==> src/rtl/vga_pkg.sv <==
// Shared definitions for the VGA pixel-colour stage: default timing,
// pattern-mode encodings, colour constants and the bar colour lookup.
package vga_pkg;

    localparam int H_ACTIVE_DEF = 640;
    localparam int V_ACTIVE_DEF = 480;

    typedef enum logic [1:0] {
        MODE_BARS  = 2'd0,
        MODE_CHECK = 2'd1,
        MODE_BOX   = 2'd2,
        MODE_GRAD  = 2'd3
    } mode_e;

    // Direction of travel of the bouncing box along one axis
    typedef enum logic {
        DIR_POS = 1'b0,
        DIR_NEG = 1'b1
    } dir_e;

    // 12-bit colours packed as {R[3:0], G[3:0], B[3:0]}
    localparam logic [11:0] WHITE   = 12'hFFF;
    localparam logic [11:0] BLACK   = 12'h000;
    localparam logic [11:0] RED     = 12'hF00;
    localparam logic [11:0] BG_BLUE = 12'h002;

    // Bar 0 is white, bar 7 is black; each RGB bit of (7 - idx) drives a full channel
    function automatic logic [11:0] bar_colour(input logic [2:0] idx);
        logic [2:0] c;
        c = 3'd7 - idx;
        return {{4{c[2]}}, {4{c[1]}}, {4{c[0]}}};
    endfunction

endpackage

==> src/rtl/vga_box_mover.sv <==
// Bouncing-box position tracker. On each frame-boundary pulse the box moves
// one pixel per axis and reverses direction at the edges of the active area,
// so bx stays in 0..H_ACTIVE-BOX_SIZE and by in 0..V_ACTIVE-BOX_SIZE.
module vga_box_mover
    import vga_pkg::*;
#(
    parameter int H_ACTIVE = H_ACTIVE_DEF,
    parameter int V_ACTIVE = V_ACTIVE_DEF,
    parameter int BOX_SIZE = 32
) (
    input  logic       clk,
    input  logic       reset,
    input  logic       fb,
    output logic [9:0] bx,
    output logic [9:0] by
);

    localparam logic [9:0] X_MAX = 10'(H_ACTIVE - BOX_SIZE);
    localparam logic [9:0] Y_MAX = 10'(V_ACTIVE - BOX_SIZE);

    // Direction state is kept as named registers so checkers can bind to dx/dy
    dir_e       dx, dy;
    dir_e       dx_nxt, dy_nxt;
    logic [9:0] bx_nxt, by_nxt;

    // Position and direction registers
    always_ff @(posedge clk) begin
        if (reset) begin
            bx <= 10'd0;
            by <= 10'd0;
            dx <= DIR_POS;
            dy <= DIR_POS;
        end else begin
            bx <= bx_nxt;
            by <= by_nxt;
            dx <= dx_nxt;
            dy <= dy_nxt;
        end
    end

    // Next position/direction: hold between frames, step or bounce on fb
    always_comb begin
        bx_nxt = bx;
        by_nxt = by;
        dx_nxt = dx;
        dy_nxt = dy;
        if (fb) begin
            if (dx == DIR_POS && bx == X_MAX) begin
                dx_nxt = DIR_NEG;
                bx_nxt = bx - 10'd1;
            end else if (dx == DIR_NEG && bx == 10'd0) begin
                dx_nxt = DIR_POS;
                bx_nxt = 10'd1;
            end else if (dx == DIR_POS) begin
                bx_nxt = bx + 10'd1;
            end else begin
                bx_nxt = bx - 10'd1;
            end

            if (dy == DIR_POS && by == Y_MAX) begin
                dy_nxt = DIR_NEG;
                by_nxt = by - 10'd1;
            end else if (dy == DIR_NEG && by == 10'd0) begin
                dy_nxt = DIR_POS;
                by_nxt = 10'd1;
            end else if (dy == DIR_POS) begin
                by_nxt = by + 10'd1;
            end else begin
                by_nxt = by - 10'd1;
            end
        end
    end

endmodule

==> src/rtl/vga_pattern_gen.sv <==
// Pixel-colour stage between the sync generator and the output colour
// register. Two pipeline stages: stage 1 registers position, syncs, mode and
// the colour-bar index; stage 2 selects the pattern colour and registers RGB
// together with the syncs, so every output lags its inputs by exactly 2 clk.
module vga_pattern_gen
    import vga_pkg::*;
#(
    parameter int H_ACTIVE  = H_ACTIVE_DEF,
    parameter int V_ACTIVE  = V_ACTIVE_DEF,
    parameter int BAR_W     = H_ACTIVE_DEF / 8,
    parameter int CHK_SHIFT = 5,
    parameter int BOX_SIZE  = 32
) (
    input  logic       clk,
    input  logic       reset,
    input  logic [1:0] mode,
    input  logic       hsync_in,
    input  logic       vsync_in,
    input  logic       display_on,
    input  logic [9:0] hpos,
    input  logic [9:0] vpos,
    output logic       hsync_out,
    output logic       vsync_out,
    output logic [3:0] vga_r,
    output logic [3:0] vga_g,
    output logic [3:0] vga_b,
    output logic [7:0] frame_cnt
);

    localparam int BAR_PX_W = $clog2(BAR_W);

    logic [9:0]          hpos_s1, vpos_s1;
    logic                de_s1, hs_s1, vs_s1;
    logic [1:0]          mode_s1;
    logic [BAR_PX_W-1:0] bar_px;
    logic [2:0]          bar_idx;
    mode_e               mode_q;
    logic                fb;
    logic [9:0]          bx, by;
    logic [10:0]         bx_end, by_end;
    logic                in_box, blank;
    logic [11:0]         pix, rgb_q;
    logic                hs_s2, vs_s2;

    // Stage 1: capture inputs; the bar index is a counter that tracks hpos
    // (restarting at hpos==0) so no divide by BAR_W is needed. mode is
    // registered here so the frame boundary samples it alongside the position.
    always_ff @(posedge clk) begin
        if (reset) begin
            hpos_s1 <= 10'd0;
            vpos_s1 <= 10'd0;
            de_s1   <= 1'b0;
            hs_s1   <= 1'b1;
            vs_s1   <= 1'b1;
            mode_s1 <= 2'd0;
            bar_px  <= '0;
            bar_idx <= 3'd0;
        end else begin
            hpos_s1 <= hpos;
            vpos_s1 <= vpos;
            de_s1   <= display_on;
            hs_s1   <= hsync_in;
            vs_s1   <= vsync_in;
            mode_s1 <= mode;
            if (hpos == 10'd0) begin
                bar_px  <= '0;
                bar_idx <= 3'd0;
            end else if (bar_px == BAR_PX_W'(BAR_W - 1)) begin
                bar_px <= '0;
                if (bar_idx != 3'd7) begin
                    bar_idx <= bar_idx + 3'd1;
                end
            end else begin
                bar_px <= bar_px + 1'b1;
            end
        end
    end

    // Frame boundary: first pixel of the first line after the active area,
    // taken from stage 1 so frame_cnt keeps the same 2 clk latency as RGB
    assign fb = (vpos_s1 == 10'(V_ACTIVE)) && (hpos_s1 == 10'd0);

    // Per-frame state: latch the pattern select and count completed frames
    always_ff @(posedge clk) begin
        if (reset) begin
            mode_q    <= MODE_BARS;
            frame_cnt <= 8'd0;
        end else if (fb) begin
            mode_q    <= mode_e'(mode_s1);
            frame_cnt <= frame_cnt + 8'd1;
        end
    end

    vga_box_mover #(
        .H_ACTIVE (H_ACTIVE),
        .V_ACTIVE (V_ACTIVE),
        .BOX_SIZE (BOX_SIZE)
    ) u_box (
        .clk   (clk),
        .reset (reset),
        .fb    (fb),
        .bx    (bx),
        .by    (by)
    );

    // Pattern colour mux; box bounds use 11 bits so bx+BOX_SIZE cannot wrap
    always_comb begin
        pix    = BLACK;
        bx_end = {1'b0, bx} + 11'(BOX_SIZE);
        by_end = {1'b0, by} + 11'(BOX_SIZE);
        in_box = (hpos_s1 >= bx) && ({1'b0, hpos_s1} < bx_end) &&
                 (vpos_s1 >= by) && ({1'b0, vpos_s1} < by_end);
        blank  = !de_s1 || (hpos_s1 >= 10'(H_ACTIVE)) || (vpos_s1 >= 10'(V_ACTIVE));
        if (!blank) begin
            case (mode_q)
                MODE_BARS:  pix = bar_colour(bar_idx);
                MODE_CHECK: pix = (hpos_s1[CHK_SHIFT] ^ vpos_s1[CHK_SHIFT]) ? WHITE : BLACK;
                MODE_BOX:   pix = in_box ? RED : BG_BLUE;
                MODE_GRAD:  pix = {hpos_s1[9:6], vpos_s1[8:5], hpos_s1[5:2]};
                default:    pix = BLACK;
            endcase
        end
    end

    // Stage 2: register colour and syncs together; syncs idle high in reset
    always_ff @(posedge clk) begin
        if (reset) begin
            rgb_q <= BLACK;
            hs_s2 <= 1'b1;
            vs_s2 <= 1'b1;
        end else begin
            rgb_q <= pix;
            hs_s2 <= hs_s1;
            vs_s2 <= vs_s1;
        end
    end

    assign vga_r     = rgb_q[11:8];
    assign vga_g     = rgb_q[7:4];
    assign vga_b     = rgb_q[3:0];
    assign hsync_out = hs_s2;
    assign vsync_out = vs_s2;

endmodule

==> config.mk <==
export PLATFORM = sky130hd
export DESIGN_NAME = vga_pattern_gen
export DESIGN_NICKNAME = d
export VERILOG_FILES = /design/src/rtl/vga_pkg.sv /design/src/rtl/vga_box_mover.sv /design/src/rtl/vga_pattern_gen.sv
export SDC_FILE = /design/constraint.sdc
export NUM_CORES = 1
export LEC_CHECK = 0
export BUFFER_PORTS_ARGS = -buffer_cell sky130_fd_sc_hd__buf_2
export CORE_ASPECT_RATIO = 0.6
export CORE_UTILIZATION = 40
export CTS_BUF_LIST = sky130_fd_sc_hd__clkbuf_8 sky130_fd_sc_hd__clkbuf_16
export CTS_CLUSTER_SIZE = 30
export DETAILED_ROUTE_END_ITERATION = 12
export MAX_ROUTING_LAYER = met4
export PLACE_DENSITY = 0.66
export SYNTH_ARGS = -nofsm -noshare
export SYNTH_HDL_FRONTEND = slang
export SYNTH_SLANG_ARGS = --single-unit
==> constraint.sdc <==
create_clock -name clk -period 2.8 [get_ports clk]
set_clock_uncertainty 0.1 [all_clocks]
set_input_delay 0.7 -clock clk [delete_from_list [all_inputs] [get_ports clk]]
set_output_delay 0.7 -clock clk [all_outputs]
set_load 0.005 [all_outputs]
==> results of run 1 <==
==> per-layer routing <==
layer / wire, um / global-route usage
met1: 6040 / 0.304
met2: 4860 / 0.305
met3: 722 / 0.0474
met4: 195 / 0.0682
met5: 0 / -
==> synthesized netlist by cell type, types with 10 or more instances <==
library cell	instances
nor2_1	42
a21oi_1	46
nand3_1	20
nand4_1	10
clkbuf_1	13
o21ai_0	29
nand2_1	40
dfxtp_1	81
a31oi_1	10
nor2b_1	27
xnor2_1	20
ha_1	42
inv_1	28
nor3_1	17
==> registers in the layout, summed over array words and instances, names as in the netlist, 2 cells and up <==
name / count
vpos_s1: 10
frame_cnt: 8
bar_idx: 3
bar_px: 7
mode_q: 2
hpos_s1: 10
u_box.bx: 10
mode_s1: 2
rgb_q: 12
u_box.by: 10
==> worst max path at each step <==
stage	cells past startpoint	slack (ns)	from	end
global route	10	0.01	u_box.bx[5]$_SDFFE_PP0P_	rgb_q[1]$_SDFF_PP0_
finish	10	0.07	u_box.by[5]$_SDFFE_PP0P_	rgb_q[1]$_SDFF_PP0_
global placement	10	0.22	u_box.by[5]$_SDFFE_PP0P_	rgb_q[1]$_SDFF_PP0_
CTS	10	0.15	u_box.by[5]$_SDFFE_PP0P_	rgb_q[1]$_SDFF_PP0_
detailed placement	10	0.15	u_box.by[5]$_SDFFE_PP0P_	rgb_q[1]$_SDFF_PP0_
floorplan	11	0.31	u_box.by[6]$_SDFFE_PP0P_	rgb_q[1]$_SDFF_PP0_
==> metrics by stage <==
stage / hold slack [ns] / instances
after floorplan: 0.289 / 547
after global placement: 0.291 / 745
after detailed placement: 0.295 / 745
after CTS: 0.310 / 761
after global routing: 0.318 / 761
final: 0.308 / 761
==> power breakdown <==
part	switching [mW]	internal, mW
combinational	0.0825	0.0768
clock	0.502	0.698
sequential	0.0260	1.18
==> area by class of cell <==
cell class	instances	area, um^2	share of cell area
Clock buffer	9	225	0.0421
Clock inverter	7	77.6	0.0145
Inverter	29	109	0.0204
Multi-Input combinational cell	414	2760	0.517
Sequential cell	81	1620	0.303
Tap cell	160	200	0.0374
Timing Repair Buffer	61	350	0.0655
==> logic make-up (layout without fill, tap and decap cells) <==
family / count (synthesis) / after routing
XOR/XNOR: 25 / 25
multiplexers: 6 / 6
AO/OA/AOI/OAI: 126 / 126
adder cells (fa/ha/maj): 42 / 42
buffers and inverters: 52 / 106
AND/OR/NAND/NOR: 215 / 215
flip-flops: 81 / 81
==> reports/qor.yml, run 1 <==
status:
  status: "complete, no violations"
pwr:
  p_leak_nw: 2.07
  p_per_area_nw_per_um2: 480
  ir_drop_uv: 257
  finalPower_mw: 2.57
setup_path:
  crit_path_max_fanout: 5
  cp_data_arrival_time_ns: 2.86
  r2r_slack_ns: 0.07
  r2r_end: "rgb_q[1]$_SDFF_PP0_"
  start_kind: "flop"
  crit_buf_inv: 2
  path_cells: "inv_1, ha_1, inv_1, ha_1, nand4b_1, a21oi_1, a211oi_1, o32ai_1, or4_1, and2_1"
  crit_family: "simple AND/OR/NAND/NOR gates"
  reg2reg_from: "u_box.by[5]$_SDFFE_PP0P_"
  path_class: "reg -> reg"
  crit_slowest_cell: "or4_1"
  end_kind: "flop"
  critPathMaxStageDelay_ns: 0.50
  r2r_cells: 10
  cp.required_ns: 2.94
final_layout:
  final_util: 0.473
  n_fill_cell: 1084
  fin_area_um2: 5350
  final_common_cell: "dfxtp_1"
  final_cell_mix: "dfxtp_1, buf_2, a21oi_1, nor2_1, ha_1"
  syn2layout_area_growth_pct: 15.3
  nNetsFinal: 665
  layout-drive-gt1-share: 0.166
  num_antenna_cells: 0
die:
  num_rows: 30
  fp.dieW_um: 141
  dieArea_um2: 12000
  core_area_um2: 11300
  start_util: 0.410
  num_io_pins: 49
  die_h_um: 85.4
yosys:
  yosysTopAreaCell: "dfxtp_1"
  synth_edf_count: 0
  yosysTopAreaCellShare: 0.350
  synth-seq-cells: 81
  synth_ff_type: "dfxtp_1"
  yosys-mux-area-fraction: 0.0132
  synth_top_family_by_area: "simple AND/OR/NAND/NOR gates"
  syn-num-nets: 616
  synth_area_leaders: "dfxtp_1, ha_1, a21oi_1, xnor2_1, nor2b_1"
  synth-simple-area-share: 0.257
  synthAdderAreaFrac: 0.113
  yosysWarnings: 0
  postSynth.asyncResetShare: 0
  synth_compound_area_frac: 0.165
  post_synth.cell_area_avg_um2: 8.48
  seq_area_frac_synth: 0.350
  synthesis.area_um2: 4640
  synthCells: 547
  yosysUniqueCellTypes: 61
  synth_xor_area_frac: 0.0472
timing:
  fmax_mhz: 367
  grt_setup_unrepaired: "false"
  fin_ws_ns: 0.0750
  setup_viol: 0
  hold_violations: 0
  min_period_over_period: 0.973
  fin_setup_tns_ns: 0
  slew_headroom: 0.558
  slew_viol_final: 0
  worst_pin_slew_ns: 0.662
  period_minus_slack_ns: 2.73
global_route:
  grt.total_usage: 0.216
  grt_pass1_vias: 3845
  grt_max_degree: 62
  grt_pass1_wl_um: 19700
  antenna_found_initial: 0
  grt-ovfl-total: 0
routing:
  num_vias: 4182
  drtIter0Drc: 382
  drtPass1Iterations: 5
  drcViolationCount: 0
  wl_per_cell_um: 15.5
  ant_nets: 0
  viasPerCell: 5.50
  drt_wl_total_um: 11800
clock_network:
  cts_tree: "done"
  root_buffer: "clkbuf_16"
  hold_buffers: 0
  cts_buffer_depth: 2
  cts_resized: 0
  cts.sinks: 81
  clk_latency_ns: 0.34
  cts.htree.levels: 3
  clk_pin_slew_ns: 0.06
  cts_buffers: 9
  cts_setup_buffers: 0
place:
  place_hpwl_um: 8900
  place_area_um2: 5040
  dp_slack_ns: 0.152
  io_buffers: 48
  place.gp.congestion: 0.991
min_path:
  worstHoldEndpoint: "hsync_out$_SDFF_PP1_"
  min_from: "hs_s1$_SDFF_PP1_"
  holdPathStages: 1
  min_path_type: "reg -> reg"
flow_run:
  drv_cap: 0
Note: power is estimated with default switching activity, not from simulation.
==> run 2, diff against run 1 <==
--- a/config.mk
+++ b/config.mk
@@ -13,6 +13,7 @@
 export DETAILED_ROUTE_END_ITERATION = 12
 export MAX_ROUTING_LAYER = met4
 export PLACE_DENSITY = 0.66
+export SKIP_LAST_GASP = 1
 export SYNTH_ARGS = -nofsm -noshare
 export SYNTH_HDL_FRONTEND = slang
 export SYNTH_SLANG_ARGS = --single-unit
==> constraint.sdc (replaced) <==
create_clock -name clk -period 2.8 [get_ports clk]
set_clock_uncertainty 0.1 [all_clocks]
set_input_delay 0.56 -clock clk [delete_from_list [all_inputs] [get_ports clk]]
set_output_delay 0.56 -clock clk [all_outputs]
set_load 0.005 [all_outputs]
==> run 2 against run 1 <==
Worst hold slack got worse by 0.0080 ns. Flip-flop and latch count unchanged. Largest power group is now clock. Critical path type unchanged. Sequential share of layout area is 0.35 points lower. Design area up 1.2%. Non-clock buffer count grew 3.
==> reports/qor.yml, run 2 (synthesized netlist as in run 1, its figures left out) <==
timing:
  min_period_over_period: 0.938  # was 0.973
  slew_viol_final: 0  # unchanged
  fmax_mhz: 381  # was 367 MHz
  slew_headroom: 0.581  # was 0.558
  grt_setup_unrepaired: "false"  # unchanged
  setup_viol: 0  # unchanged
  fin_ws_ns: 0.172  # was 0.0750 ns
  fin_setup_tns_ns: 0  # unchanged
  hold_violations: 0  # unchanged
  worst_pin_slew_ns: 0.627  # was 0.662 ns
  period_minus_slack_ns: 2.63  # was 2.73 ns
setup_path:
  crit_slowest_cell: "or4_1"  # unchanged
  cp_data_arrival_time_ns: 2.77  # was 2.86 ns
  critPathMaxStageDelay_ns: 0.50  # about the same
  start_kind: "flop"  # unchanged
  cp.required_ns: 2.94  # about the same
  crit_path_max_fanout: 5  # unchanged
  path_class: "reg -> reg"  # unchanged
  end_kind: "flop"  # unchanged
  path_cells: "inv_1, ha_1, inv_1, ha_1, nand4b_1, a21oi_1, a211oi_2, o32ai_1, or4_1, and2_1"  # was inv_1, ha_1, inv_1, ha_1, nand4b_1, a21oi_1, a211oi_1, o32ai_1, or4_1, and2_1
global_route:
  antenna_found_initial: 0  # unchanged
  grt_pass1_wl_um: 19700  # about the same
  grt-ovfl-total: 0  # unchanged
  grt_pass1_vias: 3861  # was 3845
  grt_max_degree: 25  # was 62
  grt.total_usage: 0.215  # was 0.216
flow_run:
  drv_cap: 0  # unchanged
routing:
  drcViolationCount: 0  # unchanged
  drtIter0Drc: 298  # was 382
  drtPass1Iterations: 5  # unchanged
  ant_nets: 0  # unchanged
  viasPerCell: 5.40  # was 5.50
  num_vias: 4125  # was 4182
  drt_wl_total_um: 11800  # about the same
  wl_per_cell_um: 15.4  # was 15.5 um
final_layout:
  n_fill_cell: 1067  # was 1084
  num_antenna_cells: 0  # unchanged
  syn2layout_area_growth_pct: 16.8  # was 15.3%
  largest_reg_flops: 12  # unchanged
  layout-drive-gt1-share: 0.174  # was 0.166
  nNetsFinal: 668  # was 665
  final_cell_mix: "dfxtp_1, buf_2, a21oi_1, nor2_1, ha_1"  # unchanged
  top_register: "rgb_q"  # unchanged
  final_common_cell: "dfxtp_1"  # unchanged
place:
  io_buffers: 48  # unchanged
  place.gp.congestion: 0.941  # was 0.991
  place_hpwl_um: 8900  # about the same
  dp_slack_ns: 0.131  # was 0.152 ns
clock_network:
  hold_buffers: 0  # unchanged
  cts_buffers: 9  # unchanged
  clk_latency_ns: 0.34  # about the same
  cts_resized: 0  # unchanged
  clk_pin_slew_ns: 0.07  # was 0.06 ns
  cts_tree: "done"  # unchanged
  cts_buffer_depth: 2  # unchanged
  cts.sinks: 81  # unchanged
  cts.htree.levels: 3  # unchanged
  cts_setup_buffers: 0  # unchanged
  root_buffer: "clkbuf_16"  # unchanged
die:
  die_h_um: 85.4  # unchanged
  start_util: 0.410  # unchanged
  fp.dieW_um: 141  # unchanged
  core_area_um2: 11300  # unchanged
  num_io_pins: 49  # unchanged
  num_rows: 30  # unchanged
  dieArea_um2: 12000  # unchanged
pwr:
  p_leak_nw: 2.11  # was 2.07 nW
  finalPower_mw: 2.75  # was 2.57 mW
  p_sw_frac: 0.222  # was 0.238
  power.share.clock: 0.503  # was 0.467
  power_frac_seq: 0.439  # was 0.471
  ir_drop_uv: 293  # was 257 uV
  p_per_area_nw_per_um2: 508  # was 480 nW/um^2
  combinationalPowerShare: 0.058  # was 0.062
  power.internal_mw: 2.14  # was 1.96 mW
  switching_power_mw: 0.612  # was 0.611 mW
min_path:
  min_path_type: "in -> reg"  # was reg -> reg
status:
  status: "complete, no violations"  # unchanged
run 2: stage by stage:
stage / instance area [um^2] / hold WS (ns) / cells / util
floorplan: 4640 / 0.289 / 547 / -
global placement: 5050 / 0.292 / 748 / 0.447
detailed placement: 5050 / 0.295 / 748 / 0.447
CTS: 5410 / 0.284 / 764 / 0.479
global route: 5410 / 0.289 / 764 / 0.479
finish: 5410 / 0.300 / 764 / 0.479
run 2: worst paths after layout:
kind | startpoint | to | slack (ns) | depth (start not counted)
min | hsync_in | hs_s1$_SDFF_PP1_ | 0.30 | 2
max reg2reg | u_box.by[5]$_SDFFE_PP0P_ | rgb_q[1]$_SDFF_PP0_ | 0.17 | 10
min reg2reg | hs_s1$_SDFF_PP1_ | hsync_out$_SDFF_PP1_ | 0.31 | 1
max | u_box.by[5]$_SDFFE_PP0P_ | rgb_q[1]$_SDFF_PP0_ | 0.17 | 10
run 2: power groups by stage:
| stage | Clock (mW) | Combinational (mW) | Sequential (mW) |
|---|---|---|---|
| 6_report | 1.39 | 0.160 | 1.21 |
| 5_1_grt | 1.46 | 0.180 | 1.21 |
| 4_1_cts | 1.42 | 0.159 | 1.21 |
| 3_5_place_dp | 0 | 0.156 | 1.23 |
| 3_3_place_gp | 0 | 0.151 | 1.23 |
| 2_1_floorplan | 0 | 0.104 | 1.22 |
run 2: worst max-delay path, delay by kind of cell, from the launching register on:
| kind | cells | cell delay (ns) |
|---|---|---|
| AOI/OAI and AO/OA | 3 | 0.48 |
| buffers and inverters | 2 | 0.15 |
| adders and majority gates | 2 | 0.58 |
| DFF | 1 | 0.42 |
| and+or+nand+nor | 3 | 0.79 |
run 2: cell type report:
cell class	instances	area (um^2)	area share
inverters	29	109	0.0201
repair buffers	64	360	0.0666
flip-flops and latches	81	1620	0.300
clock inverters	7	128	0.0236
clock buffers	9	225	0.0416
well taps	160	200	0.0370
multi-input cells	414	2770	0.511
run 2: routing by layer:
metal | routed length, um | vias to the layer above | global-route usage
met3 | 726 | 21 | 0.0508
met1 | 5920 | 1922 | 0.306
li1 | - | 2054 | -
met4 | 190 | 0 | 0.0652
met5 | 0 | - | -
met2 | 4940 | 128 | 0.295
